<file path="config.mk">
export PLATFORM = sky130hd
export DESIGN_NAME = msg_seq_ctrl_flat
export DESIGN_NICKNAME = d
export VERILOG_FILES = /design/src/rtl/msg_seq_ctrl_if.sv /design/src/rtl/msg_seq_ctrl.sv /design/src/flat_wrapper.sv
export SDC_FILE = /design/constraint.sdc
export NUM_CORES = 1
export LEC_CHECK = 0
export CORE_ASPECT_RATIO = 1.75
export CORE_UTILIZATION = 54
export CTS_BUF_LIST = sky130_fd_sc_hd__clkbuf_16
export DETAILED_ROUTE_END_ITERATION = 6
export PLACE_DENSITY = 0.78
export REMOVE_ABC_BUFFERS = 1
export SLEW_MARGIN = 30
export SYNTH_ARGS = -nofsm -noshare
export SYNTH_HDL_FRONTEND = slang
export SYNTH_SLANG_ARGS = --single-unit
</file>
<file path="constraint.sdc">
create_clock -name clk -period 3.3 [get_ports clk]
set_input_delay 0.66 -clock clk [delete_from_list [all_inputs] [get_ports clk]]
set_output_delay 0.66 -clock clk [all_outputs]
set_load 0.03 [all_outputs]
</file>
<file path="src/rtl/msg_seq_ctrl_if.sv">
// ---------------------------------------------------------------------------
// msg_seq_ctrl_if
// Bundles every non-clock/reset signal of the message sequencer: the
// host-side buffer write and control port, the mux select/return path and
// the byte-sink valid/ready handshake.
//   slave  modport : the sequencer's view (msg_seq_ctrl)
//   master modport : the surrounding system's view (host, mux, byte sink)
// Signals:
//   wr_en/wr_addr/wr_sel : message buffer write port
//   len/start/abort      : message length, start request, cancel
//   mux_sel/mux_y        : select to the 26-to-1 mux and its data return
//   tx_data/tx_valid/tx_ready : byte sink handshake
//   busy/done/err        : status
// ---------------------------------------------------------------------------
interface msg_seq_ctrl_if #(
    parameter int AW     = 4,
    parameter int SEL_W  = 5,
    parameter int DATA_W = 8
);
    logic              wr_en;
    logic [AW-1:0]     wr_addr;
    logic [SEL_W-1:0]  wr_sel;
    logic [AW:0]       len;
    logic              start;
    logic              abort;
    logic [SEL_W-1:0]  mux_sel;
    logic [DATA_W-1:0] mux_y;
    logic [DATA_W-1:0] tx_data;
    logic              tx_valid;
    logic              tx_ready;
    logic              busy;
    logic              done;
    logic              err;

    modport slave (
        input  wr_en, wr_addr, wr_sel, len, start, abort, mux_y, tx_ready,
        output mux_sel, tx_data, tx_valid, busy, done, err
    );

    modport master (
        output wr_en, wr_addr, wr_sel, len, start, abort, mux_y, tx_ready,
        input  mux_sel, tx_data, tx_valid, busy, done, err
    );
endinterface

</file>
<file path="src/rtl/msg_seq_ctrl.sv">
// ---------------------------------------------------------------------------
// msg_seq_ctrl
// Steps a 26-to-1 byte mux through a small programmable message of select
// indices and offers each selected byte, registered, to a downstream sink.
// Ports:
//   clk   : system clock, rising edge
//   reset : synchronous, active-high
//   bus   : msg_seq_ctrl_if.slave (buffer write, start/abort/len, mux
//           select/return, tx valid/ready, busy/done/err)
// Per byte: SELECT drives mux_sel for one cycle and captures mux_y into
// tx_data; SEND holds tx_data/tx_valid until the sink accepts.
// ---------------------------------------------------------------------------
module msg_seq_ctrl #(
    parameter int DEPTH    = 16,
    parameter int AW       = 4,
    parameter int SEL_W    = 5,
    parameter int DATA_W   = 8,
    parameter int LAST_SEL = 25
) (
    input  logic          clk,
    input  logic          reset,
    msg_seq_ctrl_if.slave bus
);

    localparam logic [AW:0]      DEPTH_L    = (AW+1)'(DEPTH);
    localparam logic [AW:0]      LEN_ONE    = (AW+1)'(1);
    localparam logic [AW-1:0]    IDX_ZERO   = '0;
    localparam logic [AW-1:0]    IDX_ONE    = AW'(1);
    localparam logic [SEL_W-1:0] LAST_SEL_L = SEL_W'(LAST_SEL);

    typedef enum logic [1:0] {
        S_IDLE,
        S_SELECT,
        S_SEND,
        S_DONE
    } state_t;

    state_t            state_q;
    logic [SEL_W-1:0]  mux_sel_q;
    logic [DATA_W-1:0] tx_data_q;
    logic              tx_valid_q;
    logic              busy_q;
    logic              done_q;
    logic              err_q;
    logic [AW-1:0]     idx_q;
    logic [AW:0]       len_q;

    // Message buffer; contents are deliberately not reset.
    logic [SEL_W-1:0]  buf_q [DEPTH];

    logic              wr_fire;
    logic              wr_bad;
    logic [SEL_W-1:0]  wr_val;
    logic [AW-1:0]     idx_inc;
    logic [AW:0]       last_idx;
    logic              is_last;

    // Host writes land only while idle so a running message never changes.
    assign wr_fire  = bus.wr_en && (state_q == S_IDLE);
    assign wr_bad   = bus.wr_sel > LAST_SEL_L;
    assign wr_val   = wr_bad ? '0 : bus.wr_sel;
    assign idx_inc  = idx_q + IDX_ONE;
    assign last_idx = len_q - LEN_ONE;
    assign is_last  = ({1'b0, idx_q} == last_idx);

    always_ff @(posedge clk) begin
        if (wr_fire) begin
            buf_q[bus.wr_addr] <= wr_val;
        end
    end

    // The buffer read is registered straight into mux_sel_q on the edge that
    // enters SELECT, so mux_sel is stable for all of SELECT and SEND.
    always_ff @(posedge clk) begin
        if (reset) begin
            state_q    <= S_IDLE;
            mux_sel_q  <= '0;
            tx_data_q  <= '0;
            tx_valid_q <= 1'b0;
            busy_q     <= 1'b0;
            done_q     <= 1'b0;
            err_q      <= 1'b0;
            idx_q      <= '0;
            len_q      <= '0;
        end else begin
            done_q <= 1'b0;
            if (wr_fire && wr_bad) begin
                err_q <= 1'b1;
            end

            // abort only matters once a message is running, which is also
            // why start wins when both arrive together in IDLE.
            if (bus.abort && (state_q != S_IDLE)) begin
                state_q    <= S_IDLE;
                tx_valid_q <= 1'b0;
                idx_q      <= '0;
                busy_q     <= 1'b0;
                mux_sel_q  <= '0;
            end else begin
                case (state_q)
                    S_IDLE: begin
                        if (bus.start && (bus.len != '0)) begin
                            len_q     <= (bus.len > DEPTH_L) ? DEPTH_L : bus.len;
                            idx_q     <= '0;
                            mux_sel_q <= buf_q[IDX_ZERO];
                            busy_q    <= 1'b1;
                            state_q   <= S_SELECT;
                        end
                    end
                    S_SELECT: begin
                        tx_data_q  <= bus.mux_y;
                        tx_valid_q <= 1'b1;
                        state_q    <= S_SEND;
                    end
                    S_SEND: begin
                        if (tx_valid_q && bus.tx_ready) begin
                            tx_valid_q <= 1'b0;
                            if (is_last) begin
                                done_q  <= 1'b1;
                                state_q <= S_DONE;
                            end else begin
                                idx_q     <= idx_inc;
                                mux_sel_q <= buf_q[idx_inc];
                                state_q   <= S_SELECT;
                            end
                        end
                    end
                    S_DONE: begin
                        busy_q    <= 1'b0;
                        idx_q     <= '0;
                        mux_sel_q <= '0;
                        state_q   <= S_IDLE;
                    end
                    default: begin
                        state_q <= S_IDLE;
                    end
                endcase
            end
        end
    end

    assign bus.mux_sel  = mux_sel_q;
    assign bus.tx_data  = tx_data_q;
    assign bus.tx_valid = tx_valid_q;
    assign bus.busy     = busy_q;
    assign bus.done     = done_q;
    assign bus.err      = err_q;

endmodule

</file>
<file path="src/flat_wrapper.sv">
// flat-port wrapper written by rule: the top's interface ports become plain ports
module msg_seq_ctrl_flat 
#(
    parameter int DEPTH    = 16,
    parameter int AW       = 4,
    parameter int SEL_W    = 5,
    parameter int DATA_W   = 8,
    parameter int LAST_SEL = 25
)
  (clk, reset, bus_wr_en, bus_wr_addr, bus_wr_sel, bus_len, bus_start, bus_abort, bus_mux_y, bus_tx_ready, bus_mux_sel, bus_tx_data, bus_tx_valid, bus_busy, bus_done, bus_err);
  msg_seq_ctrl_if #(.AW(AW), .SEL_W(SEL_W), .DATA_W(DATA_W)) bus_i ();
  input  logic clk;
  input  logic reset;
  input wire logic [$bits(bus_i.wr_en)-1:0] bus_wr_en;
  input wire logic [$bits(bus_i.wr_addr)-1:0] bus_wr_addr;
  input wire logic [$bits(bus_i.wr_sel)-1:0] bus_wr_sel;
  input wire logic [$bits(bus_i.len)-1:0] bus_len;
  input wire logic [$bits(bus_i.start)-1:0] bus_start;
  input wire logic [$bits(bus_i.abort)-1:0] bus_abort;
  input wire logic [$bits(bus_i.mux_y)-1:0] bus_mux_y;
  input wire logic [$bits(bus_i.tx_ready)-1:0] bus_tx_ready;
  output wire logic [$bits(bus_i.mux_sel)-1:0] bus_mux_sel;
  output wire logic [$bits(bus_i.tx_data)-1:0] bus_tx_data;
  output wire logic [$bits(bus_i.tx_valid)-1:0] bus_tx_valid;
  output wire logic [$bits(bus_i.busy)-1:0] bus_busy;
  output wire logic [$bits(bus_i.done)-1:0] bus_done;
  output wire logic [$bits(bus_i.err)-1:0] bus_err;
  assign bus_i.wr_en = bus_wr_en;
  assign bus_i.wr_addr = bus_wr_addr;
  assign bus_i.wr_sel = bus_wr_sel;
  assign bus_i.len = bus_len;
  assign bus_i.start = bus_start;
  assign bus_i.abort = bus_abort;
  assign bus_i.mux_y = bus_mux_y;
  assign bus_i.tx_ready = bus_tx_ready;
  assign bus_mux_sel = bus_i.mux_sel;
  assign bus_tx_data = bus_i.tx_data;
  assign bus_tx_valid = bus_i.tx_valid;
  assign bus_busy = bus_i.busy;
  assign bus_done = bus_i.done;
  assign bus_err = bus_i.err;
  msg_seq_ctrl #(.DEPTH(DEPTH), .AW(AW), .SEL_W(SEL_W), .DATA_W(DATA_W), .LAST_SEL(LAST_SEL)) u_core (.clk(clk), .reset(reset), .bus(bus_i));
endmodule
</file>
# Yosys cells after proc, flatten, opt, wreduce, memory -nomap -nowiden
# Memory sizes are Yosys's and may differ from the RTL's.
# Index checks and enable logic that the tools add are counted.
[word_totals]
regBits = 28
ram_bits = 80
input_bits = 28
output_inout_bits = 17
wordCells = 64
mem_count = 1
[memory_table]
columns = ["memory", "depth", "width", "rd", "rd_clocked_by_memory_dff", "wr", "line_no", "text"]
rows = [
  ["u_core.buf_q", 16, 5, 2, 0, 1, "msg_seq_ctrl.sv:49", "logic [SEL_W-1:0] buf_q [DEPTH];"],
]
[classes]
addsub = 2
order_cmp = 2
n_eq_ne = 7
mux = 21
bitwise_logic = 3
reduce_logical = 19
[op_table]
columns = ["cell", "count"]
rows = [
  ["$mux 5", 5],
  ["$pmux 5 s3", 1],
  ["$mux 4", 3],
  ["$pmux 4 s3", 1],
  ["$gt 5x5->1 const B", 2],
  ["$pmux 2 s4", 1],
  ["$reduce_and 2->1", 4],
  ["$mux 2", 3],
  ["$reduce_bool 2->1", 3],
  ["$eq 4x5->1", 1],
  ["$logic_and 1x1->1", 5],
  ["$mux 1", 5],
  ["$reduce_bool 5->1", 1],
  ["$sub 5x1->5 const B", 1],
  ["$add 4x1->4 const B", 1],
  ["$eq 2x2->1 const B", 2],
  ["$ne 2x2->1 const B", 2],
  ["$pmux 1 s2", 2],
  ["$reduce_and 4->1", 1],
  ["$reduce_or 4->1", 1],
  ["$not 1->1", 3],
  ["$reduce_and 3->1", 1],
  ["$reduce_bool 3->1", 1],
  ["$eq 2x1->1 const B", 1],
  ["3 further kinds", 3],
]

# Longest topological paths before layout
[logic_depth]
depth_word = 5
depth_mapped = 8
ltp_nobuf = 7

# Worst setup path after synthesis
# OpenSTA, ideal clock, no wires.
[synth_path]
path_kind = "input-to-reg"
startpoint = "in bus_len[2]"
endpoint = "reg u_core.idx_q[2]"
setup_time_ps = 61
arrival_ps = 1908
t_required_ps = 3239
path_slack_ps = 1331
stages = 5
n_path_buf = 0
cell_sequence = "or4_1 -> o211ai_1 -> nand2_1 -> o22ai_1 -> a32o_1"
[synth_between]
elab_chain_cells = 4
[synth_lines]
columns = ["item", "line_no", "text"]
rows = [
  ["start, declared", "flat_wrapper.sv:17", "input wire logic [$bits(bus_i.len)-1:0] bus_len;"],
  ["$reduce_bool 5->1", "msg_seq_ctrl.sv:102", "if (bus.start && (bus.len != '0)) begin"],
  ["$logic_and 1x1->1", "msg_seq_ctrl.sv:102", ""],
  ["$ne 2x2->1 (no source line)", "n/a", ""],
  ["$reduce_and 4->1 (no source line)", "n/a", ""],
  ["end signal, assigned", "msg_seq_ctrl.sv:122", "idx_q <= idx_inc;"],
  ["end, declared", "msg_seq_ctrl.sv:45", "logic [AW-1:0] idx_q;"],
]
# Every way passes these cells.
# A chain may end at the register's enable or synchronous reset.

# Worst setup path after layout
[layout_path]
startpoint = "reg u_core.idx_q[1]"
endpoint = "reg u_core.mux_sel_q[2], in the netlist u_core.bus.mux_sel[2]"
[layout_between]
elab_chain_cells = 5
word_cells_on_any_way = 8
classes_between = "1 x add/sub; 2 x eq/ne; 3 x mux; 1 x reduce/logical; 1 x memory"
[layout_lines]
columns = ["item", "line_no", "text"]
rows = [
  ["$add 4x1->4", "msg_seq_ctrl.sv:62", "assign idx_inc = idx_q + IDX_ONE;"],
  ["$mem_v2 16x5", "n/a", ""],
  ["$mux 5", "msg_seq_ctrl.sv:118", "if (is_last) begin"],
  ["$mux 5", "msg_seq_ctrl.sv:116", "if (tx_valid_q && bus.tx_ready) begin"],
  ["$pmux 5 s3", "msg_seq_ctrl.sv:100", "case (state_q)"],
  ["end signal, assigned", "msg_seq_ctrl.sv:105", "mux_sel_q <= buf_q[IDX_ZERO];"],
  ["end signal, assigned", "msg_seq_ctrl.sv:123", "mux_sel_q <= buf_q[idx_inc];"],
  ["end, declared", "msg_seq_ctrl.sv:39", "logic [SEL_W-1:0] mux_sel_q;"],
]
# Parallel ways exist; a longest one is shown, timed or not. The select of a mux whose other input is x is not followed.

==> qor.txt <==
Max-cap violations: 0
Synth cell types: 46
crit path capture type: flip-flop
Post-synth top cells: edfxtp_1, nor2_1, dfxtp_1
clk_skew: 0.00821 ns
Routed Antenna Nets: 0
# Post-CTS Setup Buffers: 0
Critical Path Source Type: flip-flop
CTS tree: built
Post-CTS Hold Buffers: 0
status: complete, but fails checks
post-CTS resize count: 0
Rows: 43
Worst Path Max Fanout: 14
detailed-route DRC error count: 8
critical path type: reg -> reg
Core Util, Final: 0.666
largest vdd supply drop: 0.000314 V
Post-synth EDFFs: 80
max-slew violation count: 0
clock sink count: 108
die area: 8780 um^2
slew at the pin closest to its max-slew limit: 0.780 ns
footprint of the multi-input gates: 1460 um^2
DR iter-0 viols: 135
Max Clk Rate: 403 MHz
hold_ws: 0.477 ns
drt first pass iters: 7
GRT Residual Overflow: 0
minimum clock period: 2.48 ns
Most used DFF post-synth: edfxtp_1
Top Ports: 45
clk slew on worst S/H paths: 0.07 ns
Die H: 123 um
number of buffers added on ports: 44
routed vias: 2672
layout cells sized above 1: 0.144
ys async rst share: 0
critical path arrival: 2.71 ns
Final #Nets: 380
first-pass GRT wire length: 13.9 mm
total number of yosys warnings: 0
initial antenna violation count: 0
relative slew slack: 0.478
# fillers: 573
Non-Filler Instances: 445
area share of the largest cell type after synthesis: 0.530
cell count after synthesis: 305
Crit path required time: 3.52 ns
top-count cell post-synth: edfxtp_1
synth-to-layout area growth: 17.8%
pin count of the biggest net entering global routing: 25
GRT Total Usage: 0.220
total negative setup slack: 0 ns
core area: 8020 um^2
Leak Pwr: 1.73 nW
total CTS buffers: 9
Sequential Area: 2960 um^2
Inserted Diodes: 0
ranking of synthesized cells by area: edfxtp_1, dfxtp_1, mux4_2, nor2_1, mux2i_1
synthesized area: 4530 um^2
vias in the first global route: 2711
Longest Clk Path Bufs: 2
CP peak stage delay: 0.70 ns
power density cells: 541 nW/um^2
failing checks: design-rule violations
Final Hold Fails: 0
drt wl/cell: 19.6 um
largest area contributor in the netlist: edfxtp_1
root buf cell: clkbuf_16
Initial Util: 0.565
Clk Latency, worst-skew pair: 0.35 ns
GPL Wtd Cong: 0.818
Routed WL: 8.74 mm
flops & latches, synth: 108
Setup violations, final: 0
Final Cycle Share: 0.753
Die Width: 71.3 um
Vias/cell: 6.00
mean cell area of the mapped netlist: 14.9 um^2
RSZ-0062 raised after global routing: false
DP HPWL: 6.36 mm
register area share after synthesis: 0.654
crit-path cells: ha_1 > buf_4 > mux4_2 > mux2i_1 > o32ai_1 > a31oi_1 > a21oi_1
Hold Path Class: reg -> reg
H-tree Lvls: 3
Inst Count DP: 429
slowest CP cell: ha_1
state kept, by name (all words and copies together) (netlist names):
| register | flops |
|---|---|
| u_core.buf_q | 80 |
| u_core.bus.tx_data | 8 |
| u_core.bus.mux_sel | 5 |
| u_core.len_q | 5 |
| u_core.idx_q | 4 |
| u_core.state_q | 2 |
| u_core.bus.busy | 1 |
| u_core.bus.done | 1 |
| u_core.bus.err | 1 |
| u_core.bus.tx_valid | 1 |
worst max-delay path: cells and delay by family, from the launching register on:
| kind | cells | cell delay [ns] |
|---|---|---|
| muxes | 2 | 0.57 |
| adders and majority gates | 1 | 0.70 |
| buffers and inverters | 1 | 0.29 |
| AOI/OAI and AO/OA | 3 | 0.43 |
| DFF | 1 | 0.36 |
through the flow:
step	instance area [um^2]	total power [mW]	worst slack (ns)
after floorplan	4450	1.69	0.340
after global placement	5030	1.80	0.727
after CTS	5340	2.91	0.827
after global routing	5340	2.99	0.692
final	5340	2.89	0.817
after detailed placement	5030	1.81	0.625
power breakdown:
part	switching (mW)	total (mW)	internal (mW)
Combinational	0.154	0.267	0.114
Sequential	0.0210	1.51	1.49
Clock	0.497	1.11	0.609
logic make-up after synthesis:
logic type                 share of synthesized area
xor gates and xnor gates                      0.0190
and+or+nand+nor                               0.0850
adders and majority gates                    0.00552
buffers and inverters                         0.0243
AOI/OAI and AO/OA                             0.0718
DFF                                            0.654
muxes                                          0.141
final timing paths:
path,from,end,slack (ns),cells after the start
setup / recovery,u_core.idx_q[1],u_core.bus.mux_sel[2],0.82,7
hold reg to reg,u_core.len_q[4],u_core.len_q[4],0.48,2
setup reg to reg,u_core.idx_q[1],u_core.bus.mux_sel[2],0.82,7
hold / removal,u_core.len_q[4],u_core.len_q[4],0.48,2
layout by cell type, fill, tap and decap left out, drive strengths merged, types with 2 or more instances in the layout:
cell and n:
mux2 6, clkbuf 9, a32o 2, inv 13
a31oi 4, clkdlybuf4s50 44, nand2b 3, xnor2 4
mux4 20, nor3 6, and2 6, edfxtp 80
o22ai 2, o21ai 4, mux2i 12, nand2 10
nor3b 5, nand3 6, ha 2, or4 2
o211ai 3, nor2 35, dfxtp 28, o32ai 4
xor2 5, buf 3, a21oi 18, o31ai 5
per-layer routing:
metal / part of all wire / GRT usage / wire length (um) / vias to the layer above
met5: 0 / 0 / 0 / -
met4: 0.019 / 0.103 / 165 / 0
met3: 0.039 / 0.0432 / 338 / 11
met2: 0.57 / 0.407 / 4950 / 79
met1: 0.38 / 0.239 / 3290 / 1314
li1: - / - / - / 1268
cell type report:
class / count / share of cell area
timing repair buffer: 47 / 0.0867
tap: 90 / 0.0211
sequential: 108 / 0.555
clock inverter: 7 / 0.0164
multi-input combinational: 176 / 0.273
inverter: 8 / 0.00562
clock buffer: 9 / 0.0422
No activity file was read; power rests on OpenSTA's default activity.
